## src/rtl/rst_seq_watchdog.sv

```systemverilog
// Reset sequencer and run watchdog: staggered per-domain reset release from one
// global reset, then cycle counting, forward-progress watchdog and halt capture.
module rst_seq_watchdog #(
   parameter int unsigned NUM_RST     = 4,
   parameter int unsigned HOLD_CYCLES = 2,
   parameter int unsigned STAGGER     = 1,
   parameter int unsigned TIMEOUT     = 100000
) (
   input  logic               clk,
   input  logic               rst,
   input  logic               soft_rst_req,
   input  logic               progress,
   input  logic               halt,
   output logic [NUM_RST-1:0] rst_out,
   output logic               seq_done,
   output logic               halted,
   output logic               timeout,
   output logic [63:0]        cycle_count
);

   localparam int unsigned LAST   = HOLD_CYCLES + (NUM_RST - 1) * STAGGER;
   localparam int unsigned SEQ_W  = $clog2(LAST + 1);
   localparam int unsigned WDOG_W = $clog2(TIMEOUT + 1);

   typedef enum logic [1:0] {
      ST_SEQ,
      ST_RUN,
      ST_HALTED,
      ST_TIMEOUT
   } state_t;

   state_t              state, state_d;
   logic [SEQ_W-1:0]    seq_cnt, seq_cnt_d;
   logic [WDOG_W-1:0]   wdog, wdog_d;
   logic [NUM_RST-1:0]  rst_out_d;
   logic                seq_done_d;
   logic                halted_d;
   logic                timeout_d;
   logic [63:0]         cycle_count_d;
   logic                expire;

   // Expiry only when the watchdog is one short of the limit and no progress arrives this cycle
   assign expire = (wdog == WDOG_W'(TIMEOUT - 1)) && !progress;

   always_ff @(posedge clk) begin
      if (rst) begin
         state       <= ST_SEQ;
         seq_cnt     <= '0;
         wdog        <= '0;
         rst_out     <= '1;
         seq_done    <= 1'b0;
         halted      <= 1'b0;
         timeout     <= 1'b0;
         cycle_count <= '0;
      end else begin
         state       <= state_d;
         seq_cnt     <= seq_cnt_d;
         wdog        <= wdog_d;
         rst_out     <= rst_out_d;
         seq_done    <= seq_done_d;
         halted      <= halted_d;
         timeout     <= timeout_d;
         cycle_count <= cycle_count_d;
      end
   end

   always_comb begin
      state_d       = state;
      seq_cnt_d     = seq_cnt;
      wdog_d        = wdog;
      rst_out_d     = rst_out;
      seq_done_d    = seq_done;
      halted_d      = halted;
      timeout_d     = timeout;
      cycle_count_d = cycle_count;

      if (soft_rst_req) begin
         // Rerun the sequence; cycle_count and a sticky timeout survive
         state_d    = ST_SEQ;
         seq_cnt_d  = '0;
         wdog_d     = '0;
         rst_out_d  = '1;
         seq_done_d = 1'b0;
         halted_d   = 1'b0;
      end else begin
         unique case (state)
            ST_SEQ: begin
               for (int unsigned i = 0; i < NUM_RST; i++) begin
                  rst_out_d[i] = (32'(seq_cnt) < HOLD_CYCLES + i * STAGGER);
               end
               if (seq_cnt == SEQ_W'(LAST)) begin
                  state_d    = ST_RUN;
                  seq_done_d = 1'b1;
               end else begin
                  seq_cnt_d = seq_cnt + SEQ_W'(1);
               end
            end
            ST_RUN: begin
               if (!(&cycle_count)) begin
                  cycle_count_d = cycle_count + 64'd1;
               end
               if (progress) begin
                  wdog_d = '0;
               end else if (wdog != WDOG_W'(TIMEOUT - 1)) begin
                  wdog_d = wdog + WDOG_W'(1);
               end
               if (halt) begin
                  state_d  = ST_HALTED;
                  halted_d = 1'b1;
               end else if (expire) begin
                  state_d   = ST_TIMEOUT;
                  timeout_d = 1'b1;
               end
            end
            ST_HALTED,
            ST_TIMEOUT: begin
            end
            default: begin
               state_d = ST_SEQ;
            end
         endcase
      end
   end

endmodule
```

## config.mk

```make
export PLATFORM = sky130hd
export DESIGN_NAME = rst_seq_watchdog
export DESIGN_NICKNAME = d
export VERILOG_FILES = /design/src/rtl/rst_seq_watchdog.sv
export SDC_FILE = /design/constraint.sdc
export NUM_CORES = 1
export LEC_CHECK = 0
export BUFFER_PORTS_ARGS = -buffer_cell sky130_fd_sc_hd__buf_2
export CAP_MARGIN = 30
export CORE_ASPECT_RATIO = 0.7
export CORE_MARGIN = 2
export CORE_UTILIZATION = 40
export DETAILED_ROUTE_END_ITERATION = 8
export MAX_ROUTING_LAYER = met4
export PLACE_DENSITY_LB_ADDON = 0.1
export SYNTH_ARGS = -nofsm -noshare
export SYNTH_HDL_FRONTEND = slang
export SYNTH_SLANG_ARGS = --single-unit
```

## constraint.sdc

```tcl
create_clock -name clk -period 4 [get_ports clk]
set_input_delay 0.6 -clock clk [delete_from_list [all_inputs] [get_ports clk]]
set_output_delay 0.6 -clock clk [all_outputs]
set_load 0.01 [all_outputs]
```

==> out/metrics.cfg <==
[place]
placed_area_um2 = 5080
place_congestion = 0.846
portBuffers = 75
hpwl_um = 8750

[timing]
setup_viol = 0
hold_viol = 0
period_needed_ps = 2920
tightest_slew_ps = 829
rsz0062_at_grt = no
slew_headroom_pct = 44.6
fin_skew_ps = 5.88
post-route-period-util_pct = 72.9
fin_tns_setup_ps = 0
finalMaxSlewViolations = 0
whs_ps = 462
fmax_mhz = 343

[yosys]
syn_area_per_cell_um2 = 8.33
synth_cell_types = 49
ys_ff_latch = 93
syn_area_um2 = 4570
synthCells = 549
syn_nets = 558
ys.flop_type = dfxtp_1
synth.yosys.seq_area_share_pct = 40.7
yosys_warnings = 0
synthArstFlopShare_pct = 0
synth_edf_count = 0

[layout]
area.growth.synth_to_final_pct = 18.3
drive_above_1_share_pct = 17.5
fin_area_um2 = 5410
fin_util_pct = 48.8
n_antenna_cell = 0
finalNetCount = 628

[power]
power_uw = 1890
p_leak_uw = 0.00192
irDropWorstVdd_mv = 0.200
p_per_area_nw_per_um2 = 349

[detailed_routing]
vias_per_cell = 5.51
drc = 0
wl_per_cell_um = 15.8
drtIter0Drc = 305
ant_nets = 0
dr.pass1.iters = 4
via_count = 4283
finalWirelength_um = 12300

[floorplanning]
core_area_um2 = 11100
die_area_um2 = 12300
start_util_pct = 41.2
die_h_um = 93.4
ios = 76
rows = 32
die_x_um = 132

[critical_path]
crit_path_end_kind = flip-flop
critPathArrivalTime_ps = 3150
criticalPathCategory = reg -> reg
cp_max_fo = 23
start_kind = flip-flop
critPathRequiredTime_ps = 4230

[global_routing]
track_usage_pct = 21.5
grt_max_degree = 48
grt_pass1_wl_um = 20800
grt_pass1_vias = 3983
antenna_found_initial = 0
grt_overflow = 0

[clock_tree]
cts-root-buf = clkbuf_16
cts_buffer_depth = 2
cts_sinks = 93
worstSkewPairLatency_ps = 340
h-tree-depth = 3
numCtsBuffers = 9
cts_tree = yes
cts_setup_buffers = 0
cts_hold_buf = 0
clk_pin_slew_ps = 70
cts_resized = 0

[outcome]
status = complete, no violations

[run]
maxCapViolCount = 0

[hold_path]
hp-class = reg -> reg

[final cells by class]
type | instances | area (um^2)
Timing Repair Buffer | 79 | 405
Tap cell | 153 | 191
Clock buffer | 11 | 243
Sequential cell | 93 | 1860
Clock inverter | 5 | 83.8
Fill cell | 1118 | 5680
Inverter | 12 | 45.0
Multi-Input combinational cell | 424 | 2580
[metal layers]
metal	up-vias	global-route usage, %	wire [um]
met5	-	-	0
met4	0	5.25	94
met3	7	4.55	551
met2	91	30.3	5150
met1	2041	31.2	6480
li1	2144	-	-
[stage by stage]
step,cells,setup slack (ps)
finish,777,1080
detailed placement,761,1020
global placement,761,1130
CTS,777,1110
global route,777,902
floorplan,549,1600
[state kept, by name, indices dropped and copies added (netlist names)]
register	count
wdog	17
timeout	1
rst_out	4
halted	1
seq_cnt	3
seq_done	1
cycle_count	64
state	2
[power by group]
| group | leakage, uW | switching, uW | internal (uW) |
|---|---|---|---|
| combinational | 0.00102 | 21.1 | 5.42 |
| clock | 0.000152 | 367 | 566 |
| sequential | 0.000749 | 1.73 | 927 |
[cells in the final DEF (no fill, tap or decap), drive strengths merged, types with 2 or more instances in the layout]
master    Yosys  layout
or2           5       5
nor3b         2       2
o211ai        4       4
mux2          3       3
ha            4       4
nor4         12      12
clkinvlp      0       2
and3         16      16
nand3        23      23
xor2         22      22
inv          12      12
nor2         68      68
a211oi        9       9
bufinv        0       2
a31oi         2       2
buf           4      79
clkbuf       16      11
a2111oi       6       6
xnor2        26      26
and2          6       6
o31ai        10      10
nor2b         6       6
nand4b        4       4
nand2        47      47
and4         10      10
dfxtp        93      93
a21oi        34      34
o21ai        25      25
or3          18      18
nor3         11      11
or4          14      14
nand4        26      26
[cell usage after synthesis, types with 2 or more instances]
cell type / n / area, um^2
a2111oi_0: 6 / 52.6
a211oi_1: 9 / 67.6
a21oi_1: 34 / 170
a31oi_1: 2 / 12.5
and2_1: 6 / 37.5
and3_1: 16 / 100
and4_1: 10 / 87.6
buf_2: 2 / 10.0
buf_6: 2 / 22.5
clkbuf_1: 16 / 60.1
dfxtp_1: 93 / 1860
ha_1: 4 / 50.1
inv_1: 12 / 45.0
mux2_2: 2 / 22.5
nand2_1: 47 / 176
nand3_1: 22 / 110
nand4_1: 26 / 163
nand4b_1: 4 / 35.0
nor2_1: 68 / 255
nor2b_1: 6 / 37.5
nor3_1: 11 / 55.1
nor3b_1: 2 / 15.0
nor4_1: 11 / 68.8
o211ai_1: 4 / 30.0
o21ai_0: 23 / 115
o31ai_1: 10 / 75.1
or2_2: 5 / 31.3
or3_1: 17 / 106
or4_1: 13 / 97.6
xnor2_1: 26 / 228
xor2_1: 22 / 193
[cell families (layout without fill, tap and decap cells)]
logic type	count (synthesis)	in the layout	synth area share (%)
flops	93	93	40.7
fa+ha+maj	4	4	1.09
buf+inv	32	107	3.01
mux	4	4	1.04
simple gates	273	273	32.1
compound gates	95	95	12.9
xor+xnor	48	48	9.20
[path summary, 6_finish.rpt]
kind              depth (start not counted)         endpoint  slack (ps)             from
hold reg to reg                           2          timeout         460          timeout
setup / recovery                          6  cycle_count[29]        1080  cycle_count[11]
setup reg to reg                          6  cycle_count[29]        1080  cycle_count[11]
hold / removal                            2          timeout         460          timeout
[worst max-delay path, cell delays in order (launching register included)]
cell	delay, ps
dfxtp_1	450
nand3_2	160
or4_4	570
or4_1	580
o21ai_4	560
nor4_1	150
mux2_4	320
Note: power is estimated with default switching activity, not from simulation.
